[src/rtl/sample_angle_interpolator_pkg.sv]
// Shared types and default constants for the sample angle interpolator.
// Angles are in 1/64 degree units, so one revolution is 360 x 64.
package sample_angle_interpolator_pkg;

    typedef enum logic [2:0] {
        IDLE,
        CHECK,
        DIVIDE,
        EMIT,
        DONE
    } state_e;

    localparam int DEFAULT_FULL_SCALE = 23040;
    localparam int DEFAULT_MAX_SPAN   = 5760;

endpackage

[src/rtl/angle_divider.sv]
// Unsigned restoring divider producing one quotient bit per cycle.
// The first bit is resolved on the start edge, so valid_out rises exactly WIDTH cycles after start_in.
module angle_divider #(
    parameter int WIDTH = 16
) (
    input  logic             clk_in,
    input  logic             rst_in,
    input  logic             start_in,
    input  logic [WIDTH-1:0] dividend_in,
    input  logic [WIDTH-1:0] divisor_in,
    output logic [WIDTH-1:0] quotient_out,
    output logic [WIDTH-1:0] remainder_out,
    output logic             valid_out
);

    localparam int CW = $clog2(WIDTH + 1);

    logic [WIDTH-1:0] rem_q, rem_d;
    logic [WIDTH-1:0] quo_q, quo_d;
    logic [WIDTH-1:0] dvs_q;
    logic [CW-1:0]    cnt_q;
    logic             busy_q;
    logic             valid_q;

    // The quotient register doubles as the dividend shift register.
    function automatic logic [2*WIDTH-1:0] div_step(input logic [WIDTH-1:0] rem,
                                                    input logic [WIDTH-1:0] dvd,
                                                    input logic [WIDTH-1:0] dvs);
        logic [WIDTH:0] shifted;
        shifted = {rem, dvd[WIDTH-1]};
        if (shifted >= {1'b0, dvs}) begin
            return {WIDTH'(shifted - {1'b0, dvs}), dvd[WIDTH-2:0], 1'b1};
        end else begin
            return {shifted[WIDTH-1:0], dvd[WIDTH-2:0], 1'b0};
        end
    endfunction

    always_comb begin
        rem_d = '0;
        quo_d = '0;
        if (start_in) begin
            {rem_d, quo_d} = div_step('0, dividend_in, divisor_in);
        end else begin
            {rem_d, quo_d} = div_step(rem_q, quo_q, dvs_q);
        end
    end

    always_ff @(posedge clk_in) begin
        if (rst_in) begin
            rem_q   <= '0;
            quo_q   <= '0;
            dvs_q   <= '0;
            cnt_q   <= '0;
            busy_q  <= 1'b0;
            valid_q <= 1'b0;
        end else begin
            valid_q <= 1'b0;
            if (start_in) begin
                rem_q  <= rem_d;
                quo_q  <= quo_d;
                dvs_q  <= divisor_in;
                cnt_q  <= CW'(WIDTH - 1);
                busy_q <= 1'b1;
            end else if (busy_q) begin
                rem_q <= rem_d;
                quo_q <= quo_d;
                cnt_q <= cnt_q - CW'(1);
                if (cnt_q == CW'(1)) begin
                    busy_q  <= 1'b0;
                    valid_q <= 1'b1;
                end
            end
        end
    end

    assign quotient_out  = quo_q;
    assign remainder_out = rem_q;
    assign valid_out     = valid_q;

endmodule

[src/rtl/sample_angle_interpolator.sv]
// Spreads N sample angles evenly between a first and last angle, wrapping at one revolution.
// The span is split into a quotient step plus a Bresenham-style remainder so the last sample lands exactly.
module sample_angle_interpolator
    import sample_angle_interpolator_pkg::*;
#(
    parameter int ANGLE_W    = 16,
    parameter int FULL_SCALE = DEFAULT_FULL_SCALE,
    parameter int MAX_SPAN   = DEFAULT_MAX_SPAN,
    parameter int CNT_W      = 16
) (
    input  logic               clk_in,
    input  logic               rst_in,
    input  logic [ANGLE_W-1:0] first_angle_in,
    input  logic [ANGLE_W-1:0] last_angle_in,
    input  logic [CNT_W-1:0]   sample_num_in,
    input  logic               data_valid_in,
    output logic [ANGLE_W-1:0] angle_out,
    output logic [CNT_W-1:0]   index_out,
    output logic               angle_valid_out,
    input  logic               angle_ready_in,
    output logic               last_out,
    output logic [ANGLE_W-1:0] interval_out,
    output logic               done_out,
    output logic               error_out,
    output logic               busy_out
);

    localparam logic [ANGLE_W:0] FS_X = FULL_SCALE[ANGLE_W:0];
    localparam logic [ANGLE_W:0] MS_X = MAX_SPAN[ANGLE_W:0];

    state_e state_q, state_d;

    logic [ANGLE_W-1:0] first_q, last_q, angle_q, angle_d, interval_q;
    logic [CNT_W-1:0]   n_q, nm1, index_q, err_q, err_d, rem_q;
    logic               error_q;
    logic [ANGLE_W:0]   delta, step, angle_sum;
    logic [CNT_W:0]     err_sum;
    logic               reject, is_last, transfer, div_start, div_valid;
    logic [ANGLE_W-1:0] div_quo, div_rem;

    assign nm1       = n_q - CNT_W'(1);
    assign is_last   = (index_q == nm1);
    assign transfer  = (state_q == EMIT) && angle_ready_in;
    assign div_start = (state_q == CHECK) && !reject && (n_q != CNT_W'(1));

    always_comb begin
        delta = '0;
        if (last_q >= first_q) begin
            delta = {1'b0, last_q} - {1'b0, first_q};
        end else begin
            delta = {1'b0, last_q} + FS_X - {1'b0, first_q};
        end
        reject = (n_q == '0) || ({1'b0, first_q} >= FS_X) ||
                 ({1'b0, last_q} >= FS_X) || (delta > MS_X);
    end

    // Remainder accumulator decides whether this step carries one extra unit.
    always_comb begin
        err_sum = {1'b0, err_q} + {1'b0, rem_q};
        err_d   = err_sum[CNT_W-1:0];
        step    = {1'b0, interval_q};
        if (err_sum >= {1'b0, nm1}) begin
            err_d = CNT_W'(err_sum - {1'b0, nm1});
            step  = {1'b0, interval_q} + (ANGLE_W+1)'(1);
        end
        angle_sum = {1'b0, angle_q} + step;
        angle_d   = angle_sum[ANGLE_W-1:0];
        if (angle_sum >= FS_X) begin
            angle_d = ANGLE_W'(angle_sum - FS_X);
        end
    end

    always_comb begin
        state_d = state_q;
        case (state_q)
            IDLE:   if (data_valid_in) state_d = CHECK;
            CHECK: begin
                if (reject)                  state_d = DONE;
                else if (n_q == CNT_W'(1))   state_d = EMIT;
                else                         state_d = DIVIDE;
            end
            DIVIDE: if (div_valid) state_d = EMIT;
            EMIT:   if (transfer && is_last) state_d = DONE;
            DONE:   state_d = IDLE;
            default: state_d = IDLE;
        endcase
    end

    always_ff @(posedge clk_in) begin
        if (rst_in) begin
            state_q <= IDLE;
        end else begin
            state_q <= state_d;
        end
    end

    always_ff @(posedge clk_in) begin
        if (rst_in) begin
            first_q    <= '0;
            last_q     <= '0;
            n_q        <= '0;
            angle_q    <= '0;
            index_q    <= '0;
            err_q      <= '0;
            rem_q      <= '0;
            interval_q <= '0;
            error_q    <= 1'b0;
        end else begin
            case (state_q)
                IDLE: begin
                    if (data_valid_in) begin
                        first_q <= first_angle_in;
                        last_q  <= last_angle_in;
                        n_q     <= sample_num_in;
                        angle_q <= first_angle_in;
                        index_q <= '0;
                        err_q   <= '0;
                        error_q <= 1'b0;
                    end
                end
                CHECK: begin
                    if (reject) begin
                        error_q <= 1'b1;
                    end else if (n_q == CNT_W'(1)) begin
                        interval_q <= '0;
                        rem_q      <= '0;
                    end
                end
                DIVIDE: begin
                    if (div_valid) begin
                        interval_q <= div_quo;
                        rem_q      <= CNT_W'(div_rem);
                    end
                end
                EMIT: begin
                    if (transfer && !is_last) begin
                        index_q <= index_q + CNT_W'(1);
                        angle_q <= angle_d;
                        err_q   <= err_d;
                    end
                end
                default: ;
            endcase
        end
    end

    angle_divider #(
        .WIDTH(ANGLE_W)
    ) u_divider (
        .clk_in       (clk_in),
        .rst_in       (rst_in),
        .start_in     (div_start),
        .dividend_in  (delta[ANGLE_W-1:0]),
        .divisor_in   (ANGLE_W'(nm1)),
        .quotient_out (div_quo),
        .remainder_out(div_rem),
        .valid_out    (div_valid)
    );

    assign angle_out       = angle_q;
    assign index_out       = index_q;
    assign angle_valid_out = (state_q == EMIT);
    assign last_out        = angle_valid_out && is_last;
    assign interval_out    = interval_q;
    assign done_out        = (state_q == DONE);
    assign error_out       = done_out && error_q;
    assign busy_out        = (state_q != IDLE);

endmodule

[config.mk]
export PLATFORM = sky130hd
export DESIGN_NAME = sample_angle_interpolator
export DESIGN_NICKNAME = d
export VERILOG_FILES = /design/src/rtl/sample_angle_interpolator_pkg.sv /design/src/rtl/angle_divider.sv /design/src/rtl/sample_angle_interpolator.sv
export SDC_FILE = /design/constraint.sdc
export NUM_CORES = 1
export LEC_CHECK = 0
export BUFFER_PORTS_ARGS = -buffer_cell sky130_fd_sc_hd__buf_2
export CORE_MARGIN = 2
export CORE_UTILIZATION = 40
export CTS_CLUSTER_SIZE = 25
export DETAILED_ROUTE_END_ITERATION = 7
export GPL_TIMING_DRIVEN = 0
export PLACE_DENSITY = 0.62
export SYNTH_ARGS = -nofsm -noshare
export SYNTH_HDL_FRONTEND = slang
export SYNTH_SLANG_ARGS = --single-unit
export TNS_END_PERCENT = 50
[constraint.sdc]
create_clock -name clk_in -period 14.7 [get_ports clk_in]
set_input_delay 2.205 -clock clk_in [delete_from_list [all_inputs] [get_ports clk_in]]
set_output_delay 2.205 -clock clk_in [all_outputs]
set_load 0.02 [all_outputs]
==> reports/results.tsv, run 1 <==
stage	metric	value	unit
pwr	leakage power	6.267	nW
worst_setup_path	Worst Setup Path Type	flip-flop to flip-flop	
die	initial core utilization	40.52	%
synth	number of nets produced by synthesis	1984	
place	weighted congestion at the end of routability-driven global placement	0.9222	
synth	mux contribution to synthesized area	3.403	%
synth	number of enable flip-flop cells after synthesis	0	
synth	basic-gate share of the synthesized area counting and, or, nand and nor cells	22.08	%
final_layout	synthesis-to-finish area growth	11.72	%
synth	Synth Area in Compound Gates	24.96	%
grt	all-layer global routing usage	26.01	%
timing	relative max-transition margin	36.97	%
cts	H-Tree Level Count	4	
timing	RSZ-0062 raised after global routing	false	
cts	# resized after CTS	0	
final_layout	net count reported at finish	2106	
synth	number of storage elements in the synthesis netlist	187	
cts	CTS max path bufs	2	
timing	final clock skew	0.01301	ns
synth	total number of yosys warnings	0	
grt	largest net degree at the start of global routing	19	
pwr	overall power	1.844	mW
cts	Post-CTS Hold Fix Bufs	0	
grt	antenna violations before repair	0	
die	top-level I/O count	105	
timing	highest clock rate	0.1133	GHz
drt	post-DR wirelength/cell	20.77	um
status	run status	finished, violations left	
synth	commonest cells in the synthesized netlist	217 x sky130_fd_sc_hd__nand2_1, 187 x sky130_fd_sc_hd__dfxtp_1, 134 x sky130_fd_sc_hd__a21oi_1	
timing	Worst Hold Slack	0.4684	ns
timing	pin slew with the least headroom to its limit	0.9398	ns
drt	number of detailed-route iterations in the first pass	8	
timing	total count of max-transition violations in the final report	0	
synth	xor-xnor portion of the synthesized cell area	6.319	%
cts	CTS Root Cell	sky130_fd_sc_hd__clkbuf_16	
drt	post-detailed-route DRC marker count	1	
worst_setup_path	required time at the worst-slack endpoint	15.08	ns
drt	Routed Antenna Nets	0	
grt	via count of the first global-routing pass	13559	
worst_setup_path	Crit-path slowest cell	sky130_fd_sc_hd__a2111oi_0	
pwr	Power Dens Cells	114.8	nW/um^2
synth	average cell area after synthesis	7.951	um^2
cts	clock latency at the later pin of the worst-skew pair	0.45	ns
worst_setup_path	CP endpoint kind	flip-flop	
die	Die Height	193.6	um
status	violations in the final reports	design-rule violations	
final_layout	final design utilization	45.27	%
worst_setup_path	most used cell, CP	sky130_fd_sc_hd__o31ai_1	
place	PortBufs	103	
final_layout	layout cell share with drive strength beyond 1	10.29	%
synth	register area share after synthesis	26.04	%
cts	# clock sinks	187	
min_path	Tightest Hold Check Type	flip-flop to flip-flop	
timing	shortest period the worst path allows	8.828	ns
timing	part of the cycle the worst path needs	60.05	%
worst_setup_path	peak per-stage delay on the critical path	0.65	ns
worst_setup_path	startpoint type of the worst setup path	flip-flop	
grt	total overflow reported by the global router	0	
synth	area share of the largest cell type after synthesis	26.04	%
timing	total count of hold-check failures in the final report	0	
synth	synth top area cells	sky130_fd_sc_hd__dfxtp_1 26%, sky130_fd_sc_hd__ha_1 9.4%, sky130_fd_sc_hd__nand2_1 5.7%	
drt	total vias in the final route	14516	
worst_setup_path	worst path arrival time	9.20	ns
die	die outline area	37470	um^2
grt	first-pass GRT wire length	77.29	mm
synth	main combinational cell family by area after synthesis	compound AO/OA/AOI/OAI gates	
final_layout	number of filler instances in the final layout	3620	
cts	TritonCTS clock tree	built	
synth	post-synthesis instance total	1808	
synth	proportion of register bits with asynchronous set or reset after synthesis	0	%
synth	number of distinct library cell variants in the gate-level netlist after synthesis	92	
place	placed wire-length estimate	39.52	mm
die	core region area	35480	um^2
synth	combined area of all synthesized cells	14380	um^2
timing	post-route setup slack	5.872	ns
synth	biggest area consumer among synthesized cells	sky130_fd_sc_hd__dfxtp_1	
pwr	Max IR drop VDD	0.08678	mV
place	minimum setup slack after placement	6.032	ns
final_layout	count of antenna diodes in the layout	0	
drt	mean number of vias per cell	6.038	
job	count of maximum capacitance violations	0	
synth	most instantiated flip-flop cell in the synthesis netlist	sky130_fd_sc_hd__dfxtp_1	
die	Cell Rows	69	
die	die width	193.6	um
timing	setup total negative slack	0	ns
synth	most numerous cell in the Yosys netlist	sky130_fd_sc_hd__nand2_1	
cts	total CTS buffers	17	
cts	clock edge transition at the registers on the reported setup and hold paths	0.08	ns
worst_setup_path	maximum net fanout on the critical path	10	
timing	count of final setup violators	0	
drt	Final Routed Wirelength	49.93	mm
synth	post-synthesis adder-cell area fraction	11.63	%
cts	Post CTS Setup Buffer Count	0	
drt	number of DRC markers after the initial detailed-route iteration	1331	
==> cell type report <==
type                            count  area (um^2)  share of cell area [%]
Tap cell                          461        576.8                   3.591
Inverter                           97        364.1                   2.267
Clock buffer                       19        442.9                   2.758
Timing Repair Buffer              103        515.5                   3.209
Multi-Input combinational cell   1420         9832                   61.21
Buffer                            104        436.7                   2.719
Clock inverter                     13        150.1                  0.9348
Sequential cell                   187         3744                   23.31
==> layer usage <==
metal  global-route usage [%]  vias up  share of wire [%]
met3                    3.574       87                6.6
met2                    42.59      585                 46
met4                    8.369        0                3.0
met5                        0        -                  0
met1                    35.30     6918                 44
li1                         -     6926                  -
==> cells by family (layout without fill, tap and decap cells) <==
kind of cell               count (synthesis)  after routing
AOI/OAI and AO/OA                        519            519
xor gates and xnor gates                 102            102
adders and majority gates                124            124
buffers and inverters                    201            336
DFF                                      187            187
muxes                                     47             47
and+or+nand+nor                          628            628
==> where the power goes <==
group	internal [mW]	switching, mW	total (mW)
clock network	0.247	0.239	0.486
registers	0.530	0.0259	0.556
logic	0.273	0.529	0.803
==> worst paths after layout <==
kind                                                   end  slack [ns]  cells after the start                    from
worst max-delay path            angle_out[10]$_SDFFE_PP0P_        5.87                     29   rem_q[0]$_SDFFE_PP0P_
worst min-delay path                last_q[0]$_SDFFE_PP0P_        0.47                      2  last_q[0]$_SDFFE_PP0P_
worst min register to register      last_q[0]$_SDFFE_PP0P_        0.47                      2  last_q[0]$_SDFFE_PP0P_
worst max register to register  angle_out[10]$_SDFFE_PP0P_        5.87                     29   rem_q[0]$_SDFFE_PP0P_
==> worst max-delay path: cells and delay by family, from the launching register on <==
family                   cells  cell delay [ns]
flip-flops                   1             0.36
XOR/XNOR                     1             0.20
AO/OA/AOI/OAI               12             3.06
AND/OR/NAND/NOR              9             2.56
adder cells (fa/ha/maj)      4             1.44
buffers and inverters        2             0.67
multiplexers                 1             0.45
==> cell usage in the layout, fill, tap and decap left out, types with 14 or more instances in the layout <==
cell                        instances
sky130_fd_sc_hd__ha_1             108
sky130_fd_sc_hd__o211ai_1          26
sky130_fd_sc_hd__xor2_1            33
sky130_fd_sc_hd__mux2i_1           32
sky130_fd_sc_hd__inv_1             96
sky130_fd_sc_hd__clkbuf_1          80
sky130_fd_sc_hd__a21o_1            22
sky130_fd_sc_hd__buf_2            119
sky130_fd_sc_hd__xnor2_1           68
sky130_fd_sc_hd__o21ai_0           73
sky130_fd_sc_hd__o31ai_1           17
sky130_fd_sc_hd__nor3_1            42
sky130_fd_sc_hd__a32o_1            32
sky130_fd_sc_hd__fa_1              16
sky130_fd_sc_hd__clkbuf_16         17
sky130_fd_sc_hd__nand4_1           35
sky130_fd_sc_hd__nand2_1          217
sky130_fd_sc_hd__nor2b_1           29
sky130_fd_sc_hd__mux2_2            14
sky130_fd_sc_hd__or3_1             24
sky130_fd_sc_hd__nand2b_1          17
sky130_fd_sc_hd__a31oi_1           43
sky130_fd_sc_hd__a21oi_1          134
sky130_fd_sc_hd__nand3_1           60
sky130_fd_sc_hd__nor2_1            99
sky130_fd_sc_hd__a211oi_1          37
sky130_fd_sc_hd__dfxtp_1          187
==> metrics by stage <==
step / std cells / instance area [um^2]
after CTS: 2404 / 16060
after global placement: 2372 / 15470
after detailed placement: 2372 / 15470
final: 2404 / 16060
after global routing: 2404 / 16060
after floorplan: 1808 / 14380
(Power assumes the default switching activity.)
==> run 2, diff against run 1 <==
- ABC_AREA: not set -> 1
- PLACE_DENSITY: 0.62 -> 0.64
- clock period: 14.7 -> 7.2 ns (I/O delays scaled with it)
==> run 2 against run 1 <==
The flow now finishes without violations. First-iteration DRC count shrank 1.7%. Critical path depth increased by 15. Final cell count grew 22%. Via count rose by 7.1%. Total power increased by 150%. Synthesized cell count up 29%. Utilization hardly changed. Clock skew rose by 0.0055 ns. Register-to-register slack got worse by 5.2 ns. Non-clock buffer count decreased by 29.
==> reports/results.tsv, run 2 <==
stage	metric	value	unit	change
worst_setup_path	maximum net fanout on the critical path	10		unchanged
final_layout	area of all sequential standard cells	3744	um^2	unchanged
synth	most numerous cell in the Yosys netlist	sky130_fd_sc_hd__nand2_1		
timing	part of the cycle the worst path needs	91.11	%	+31 points
final_layout	most frequent cells in the layout	631 x sky130_fd_sc_hd__nand2_1, 348 x sky130_fd_sc_hd__inv_1, 190 x sky130_fd_sc_hd__a21oi_1		
die	initial core utilization	40.43	%	-0.088 points
timing	count of final setup violators	0		unchanged
drt	post-detailed-route DRC marker count	0		-1
synth	area share of the largest cell type after synthesis	25.35	%	-0.69 points
cts	TritonCTS clock tree	built		
place	# placed instances	2899		+22%
grt	largest net degree at the start of global routing	19		unchanged
die	Cell Rows	70		+1.4%
grt	total overflow reported by the global router	0		unchanged
die	die width	196.1	um	+1.3%
cts	CTS max path bufs	2		unchanged
grt	all-layer global routing usage	25.82	%	-0.19 points
synth	total number of yosys warnings	0		unchanged
worst_setup_path	Worst Setup Path Type	flip-flop to flip-flop		
synth	proportion of register bits with asynchronous set or reset after synthesis	0	%	unchanged
cts	clock edge transition at the registers on the reported setup and hold paths	0.07	ns	about the same
synth	biggest area consumer among synthesized cells	sky130_fd_sc_hd__dfxtp_1		
final_layout	fin cells	2931		+22%
cts	clock latency at the later pin of the worst-skew pair	0.46	ns	about the same
worst_setup_path	worst reg2reg setup slack	0.64	ns	-5.23 ns
grt	antenna violations before repair	0		unchanged
drt	mean number of vias per cell	5.302		-12%
drt	Final Routed Wirelength	49.81	mm	-0.24%
final_layout	area taken by multi-input logic gates	9356	um^2	-4.8%
cts	total CTS buffers	17		unchanged
grt	first-pass GRT wire length	77.98	mm	+0.89%
timing	setup total negative slack	0	ns	unchanged
cts	CTS Root Cell	sky130_fd_sc_hd__clkbuf_16		
synth	number of storage elements in the synthesis netlist	187		unchanged
worst_setup_path	worst path arrival time	6.88	ns	-2.32 ns
synth	average cell area after synthesis	6.345	um^2	-20%
synth	register area share after synthesis	25.35	%	-0.69 points
worst_setup_path	Worst R2R Path Depth	44		+52%
worst_setup_path	last element of the critical path	angle_out[9]$_SDFFE_PP0P_		
place	weighted congestion at the end of routability-driven global placement	0.9647		+4.6%
min_path	Tightest Hold Check Type	flip-flop to flip-flop		
worst_setup_path	logic depth of the worst path, buffers included	44		+52%
place	PortBufs	104		+0.97%
place	placed wire-length estimate	40.47	mm	+2.4%
worst_setup_path	worst flop-to-flop path endpoint	angle_out[9]$_SDFFE_PP0P_		
drt	number of detailed-route iterations in the first pass	6		-2
final_layout	layout cell share with drive strength beyond 1	8.689	%	-1.6 points
synth	number of distinct library cell variants in the gate-level netlist after synthesis	49		-47%
die	die outline area	38470	um^2	+2.7%
timing	final clock skew	0.01854	ns	+0.005537 ns
timing	shortest period the worst path allows	6.560	ns	-2.268 ns
worst_setup_path	peak per-stage delay on the critical path	0.40	ns	-0.25 ns
synth	post-synthesis instance total	2327		+29%
job	count of maximum capacitance violations	0		unchanged
timing	total count of hold-check failures in the final report	0		unchanged
timing	highest clock rate	0.1524	GHz	+35%
die	top-level I/O count	105		unchanged
synth	combined area of all synthesized cells	14770	um^2	+2.7%
synth	commonest cells in the synthesized netlist	632 x sky130_fd_sc_hd__nand2_1, 348 x sky130_fd_sc_hd__inv_1, 191 x sky130_fd_sc_hd__a21oi_1		
synth	synth top area cells	sky130_fd_sc_hd__dfxtp_1 25%, sky130_fd_sc_hd__nand2_1 16%, sky130_fd_sc_hd__ha_1 9.2%		
worst_setup_path	startpoint of the most critical setup path	rem_q[0]$_SDFFE_PP0P_		
drt	post-DR wirelength/cell	16.99	um	-18%
timing	total count of max-transition violations in the final report	0		unchanged
worst_setup_path	startpoint type of the worst setup path	flip-flop		
pwr	leakage power	8.272	nW	+32%
die	Die Height	196.1	um	+1.3%
synth	most instantiated flip-flop cell in the synthesis netlist	sky130_fd_sc_hd__dfxtp_1		
synth	number of nets produced by synthesis	2503		+26%
grt	via count of the first global-routing pass	14406		+6.2%
pwr	Power Dens Cells	275.1	nW/um^2	+140%
cts	H-Tree Level Count	4		unchanged
worst_setup_path	cell family contributing the most delay on the critical path	simple AND/OR/NAND/NOR gates		
worst_setup_path	CP endpoint kind	flip-flop		
pwr	Max IR drop VDD	0.1566	mV	+80%
status	run status	completed		
final_layout	count of antenna diodes in the layout	0		unchanged
die	core region area	36520	um^2	+2.9%
final_layout	synthesis-to-finish area growth	12.02	%	
cts	# clock sinks	187		unchanged
worst_setup_path	Crit-path slowest cell	sky130_fd_sc_hd__fa_1		
cts	Post-CTS Hold Fix Bufs	0		unchanged
drt	Routed Antenna Nets	0		unchanged
worst_setup_path	Critical path buffers and inverters	6		+4
worst_setup_path	Crit Reg-Reg Startpoint	rem_q[0]$_SDFFE_PP0P_		
final_layout	net count reported at finish	2626		+25%
final_layout	commonest non-fill, non-tap cell in the layout	sky130_fd_sc_hd__nand2_1		
drt	total vias in the final route	15540		+7.1%
synth	number of enable flip-flop cells after synthesis	0		unchanged
timing	pin slew with the least headroom to its limit	1.189	ns	+0.2495 ns
timing	relative max-transition margin	20.10	%	-17 points
worst_setup_path	required time at the worst-slack endpoint	7.52	ns	-7.56 ns
worst_setup_path	most used cell, CP	sky130_fd_sc_hd__nand2_1		
final_layout	number of filler instances in the final layout	3814		+5.4%
drt	number of DRC markers after the initial detailed-route iteration	1308		-1.7%
[run 2: logic make-up (layout without fill, tap and decap cells)]
family                   count (synthesis)  count (layout)  share of synthesized area, %
XOR/XNOR                                98              98                         5.864
flip-flops                             187             187                         25.35
AND/OR/NAND/NOR                       1078            1078                         30.69
AO/OA/AOI/OAI                          413             413                         15.15
buffers and inverters                  427             563                         11.62
adder cells (fa/ha/maj)                124             124                         11.32
[run 2: how the worst min path moves through the flow]
stage / start / endpoint / depth (start not counted)
finish: u_divider.dvs_q[7]$_SDFFE_PP0P_ / u_divider.dvs_q[7]$_SDFFE_PP0P_ / 2
global route: u_divider.dvs_q[7]$_SDFFE_PP0P_ / u_divider.dvs_q[7]$_SDFFE_PP0P_ / 2
CTS: u_divider.dvs_q[7]$_SDFFE_PP0P_ / u_divider.dvs_q[7]$_SDFFE_PP0P_ / 2
detailed placement: u_divider.dvs_q[7]$_SDFFE_PP0P_ / u_divider.dvs_q[7]$_SDFFE_PP0P_ / 2
global placement: u_divider.dvs_q[8]$_SDFFE_PP0P_ / u_divider.dvs_q[8]$_SDFFE_PP0P_ / 2
floorplan: u_divider.dvs_q[11]$_SDFFE_PP0P_ / u_divider.dvs_q[11]$_SDFFE_PP0P_ / 2
[run 2: through the flow]
stage / worst slack, ns / total power [mW] / hold slack (ns) / cell area, um^2 / util (%)
6_report: 0.6400 / 4.549 / 0.4598 / 16540 / 45.29
5_1_grt: -0.009096 / 4.891 / 0.4744 / 16540 / 45.29
4_1_cts: 0.02386 / 4.516 / 0.4627 / 16490 / 45.15
3_5_place_dp: -0.5030 / 3.501 / 0.4523 / 15870 / 43.46
3_3_place_gp: -0.4574 / 3.476 / 0.4483 / 15870 / 43.46
2_1_floorplan: 1.193 / 2.889 / 0.4331 / 14770 / -
[run 2: worst register-to-register path, delay by kind of cell (launching register included)]
family | cells | cell delay (ns)
adders and majority gates | 5 | 1.54
buffers and inverters | 6 | 0.79
DFF | 1 | 0.36
xor gates and xnor gates | 2 | 0.26
and+or+nand+nor | 27 | 2.83
AOI/OAI and AO/OA | 4 | 0.65
[run 2: layer usage]
layer / vias to the layer above / wire length, um / track usage, %
li1: 7721 / - / -
met1: 7165 / 22940 / 36.40
met2: 572 / 21410 / 40.66
met3: 82 / 4091 / 3.851
met4: 0 / 1370 / 7.856
met5: - / 0 / 0
[run 2: power by group]
group / switching (mW) / leakage [nW] / total, mW / internal, mW
Combinational: 1.57 / 6.46 / 2.33 / 0.768
Clock: 0.483 / 0.291 / 1.01 / 0.528
Sequential: 0.0855 / 1.52 / 1.20 / 1.12
[run 2: final cells by class]
class / instances / area share, %
Buffer: 74 / 2.428
Clock buffer: 18 / 2.595
Clock inverter: 14 / 1.074
Inverter: 353 / 8.011
Multi-Input combinational cell: 1713 / 56.57
Sequential cell: 187 / 22.63
Tap cell: 468 / 3.540
Timing Repair Buffer: 104 / 3.147
[run 2: timing repair]
item                                   4_1_cts  5_1_grt
buffers inserted                             0        0
gates resized for setup                      5       20
endpoints found under the hold margin        0        0
gates cloned                                 0        0
setup endpoints to repair                    7        7
==> run 3, diff against run 2 <==
- RECOVER_POWER: not set -> 25
==> run 3 against run 2 <==
Clock power about the same. Setup slack improved by 0.014 ns. Combinational power barely moved. Cell area shrank 0.39%. Via count rose by 0.25%. Global-route usage unchanged. Maximum frequency rose by 0.21%. Register-to-register slack about the same. Non-clock buffer count stayed put. Clock skew down 0.00060 ns. Routed wire length is 0.31% higher. Sequential power barely moved.
==> reports/results.tsv, run 3 (synthesis gave the netlist of run 2 again) <==
stage	metric	value	unit	change
status	run status	completed		
die	top-level I/O count	105		unchanged
pwr	Power Dens Cells	275.9	nW/um^2	+0.30%
worst_setup_path	maximum net fanout on the critical path	10		unchanged
timing	part of the cycle the worst path needs	90.92	%	-0.19 points
worst_setup_path	worst reg2reg setup slack	0.65	ns	about the same
timing	total count of hold-check failures in the final report	0		unchanged
cts	TritonCTS clock tree	built		
cts	Post-CTS Hold Fix Bufs	0		unchanged
timing	count of final setup violators	0		unchanged
cts	clock edge transition at the registers on the reported setup and hold paths	0.07	ns	about the same
final_layout	number of filler instances in the final layout	3848		+0.89%
place	# placed instances	2899		unchanged
final_layout	commonest non-fill, non-tap cell in the layout	sky130_fd_sc_hd__nand2_1		
die	die outline area	38470	um^2	unchanged
drt	Routed Antenna Nets	0		unchanged
die	initial core utilization	40.43	%	unchanged
final_layout	layout cell share with drive strength beyond 1	6.618	%	-2.1 points
die	Cell Rows	70		unchanged
drt	detailed route wirelength on metal3	4.008	mm	-2.0%
worst_setup_path	Crit-path slowest cell	sky130_fd_sc_hd__fa_1		
pwr	leakage power	8.057	nW	-2.6%
worst_setup_path	most used cell, CP	sky130_fd_sc_hd__nand2_1		
final_layout	net count reported at finish	2626		unchanged
final_layout	final design utilization	45.11	%	-0.17 points
drt	Final Routed Wirelength	49.96	mm	+0.31%
cts	clock latency at the later pin of the worst-skew pair	0.46	ns	about the same
die	die width	196.1	um	unchanged
timing	relative max-transition margin	20.72	%	+0.62 points
final_layout	area of all sequential standard cells	3744	um^2	unchanged
worst_setup_path	Worst Setup Path Type	flip-flop to flip-flop		
drt	top layer in use	met4		
cts	# clock sinks	187		unchanged
final_layout	most frequent cells in the layout	631 x sky130_fd_sc_hd__nand2_1, 348 x sky130_fd_sc_hd__inv_1, 190 x sky130_fd_sc_hd__a21oi_1		
timing	highest clock rate	0.1528	GHz	+0.21%
worst_setup_path	required time at the worst-slack endpoint	7.52	ns	about the same
drt	number of detailed-route iterations in the first pass	8		+2
min_path	Tightest Hold Check Type	flip-flop to flip-flop		
worst_setup_path	startpoint type of the worst setup path	flip-flop		
drt	mean number of vias per cell	5.315		+0.25%
place	instance area at placement	15870	um^2	unchanged
final_layout	final cell area excluding filler cells	16480	um^2	-0.39%
final_layout	area taken by multi-input logic gates	9356	um^2	unchanged
worst_setup_path	CP endpoint kind	flip-flop		
worst_setup_path	peak per-stage delay on the critical path	0.41	ns	about the same
timing	final clock skew	0.01794	ns	-0.0006046 ns
place	placed wire-length estimate	40.47	mm	unchanged
grt	largest net degree at the start of global routing	19		unchanged
cts	H-Tree Level Count	4		unchanged
pwr	overall power	4.545	mW	about the same
timing	setup total negative slack	0	ns	unchanged
timing	shortest period the worst path allows	6.546	ns	-0.01358 ns
cts	CTS Root Cell	sky130_fd_sc_hd__clkbuf_16		
worst_setup_path	Worst R2R Path Depth	44		unchanged
drt	total vias in the final route	15579		+0.25%
die	core region area	36520	um^2	unchanged
timing	pin slew with the least headroom to its limit	1.180	ns	-0.009171 ns
drt	post-detailed-route DRC marker count	0		unchanged
drt	met2 wire length	21.46	mm	+0.26%
drt	number of DRC markers after the initial detailed-route iteration	1293		-1.1%
grt	total overflow reported by the global router	0		unchanged
final_layout	count of antenna diodes in the layout	0		unchanged
worst_setup_path	worst path arrival time	6.87	ns	about the same
grt	first-pass GRT wire length	77.98	mm	unchanged
final_layout	synthesis-to-finish area growth	11.58	%	
pwr	Max IR drop VDD	0.1568	mV	about the same
cts	CTS max path bufs	2		unchanged
die	Die Height	196.1	um	unchanged
cts	total CTS buffers	17		unchanged
timing	total count of max-transition violations in the final report	0		unchanged
final_layout	fin cells	2931		unchanged
grt	all-layer global routing usage	25.82	%	unchanged
grt	via count of the first global-routing pass	14406		unchanged
drt	post-DR wirelength/cell	17.05	um	+0.31%
job	count of maximum capacitance violations	0		unchanged
drt	WL met1	23.19	mm	+1.1%
min_path	Hold Path Stages	2		unchanged
place	PortBufs	104		unchanged
grt	antenna violations before repair	0		unchanged
place	weighted congestion at the end of routability-driven global placement	0.9647		unchanged
-- run 3: final timing paths --
path / from / end
worst max-delay path: rem_q[0]$_SDFFE_PP0P_ / angle_out[9]$_SDFFE_PP0P_
worst min-delay path: u_divider.dvs_q[7]$_SDFFE_PP0P_ / u_divider.dvs_q[7]$_SDFFE_PP0P_
worst min register to register: u_divider.dvs_q[7]$_SDFFE_PP0P_ / u_divider.dvs_q[7]$_SDFFE_PP0P_
worst max register to register: rem_q[0]$_SDFFE_PP0P_ / angle_out[9]$_SDFFE_PP0P_
-- run 3: timing repair --
| item | 4_1_cts | 5_1_grt |
|---|---|---|
| setup endpoints to repair | 7 | 7 |
| setup buffers | 0 | 0 |
| resized for setup | 5 | 20 |
| endpoints found under the hold margin | 0 | 0 |
-- run 3: layout make-up --
type,instances,area share [%]
multi-input cells,1713,56.79
flip-flops and latches,187,22.72
inverters,353,8.042
well taps,468,3.554
repair buffers,104,2.772
clock buffers,18,2.605
plain buffers,74,2.438
clock inverters,14,1.078
-- run 3: worst max-delay path: cells and delay by family, from the launching register on --
kind / cells / cell delay, ns
compound gates: 4 / 0.65
fa+ha+maj: 5 / 1.55
flops: 1 / 0.36
simple gates: 27 / 2.83
xor+xnor: 2 / 0.25
buf+inv: 6 / 0.78
-- run 3: metal layers --
metal / up-vias / global-route usage (%)
li1: 7728 / -
met1: 7175 / 36.40
met2: 596 / 40.66
met3: 80 / 3.851
met4: 0 / 7.856
met5: - / 0
-- run 3: through the flow --
step | hold slack, ns | worst slack, ns
4_1_cts | 0.4627 | 0.02386
3_3_place_gp | 0.4483 | -0.4574
6_report | 0.4597 | 0.6536
5_1_grt | 0.4744 | -0.009212
3_5_place_dp | 0.4523 | -0.5030
2_1_floorplan | 0.4331 | 1.193
-- run 3: power by group --
group          leakage, nW  switching, mW  internal, mW  total [mW]
Sequential            1.52         0.0860          1.12        1.20
Combinational         6.25           1.57         0.764        2.33
Clock                0.291          0.480         0.528        1.01
Total                 8.06           2.13          2.41        4.55
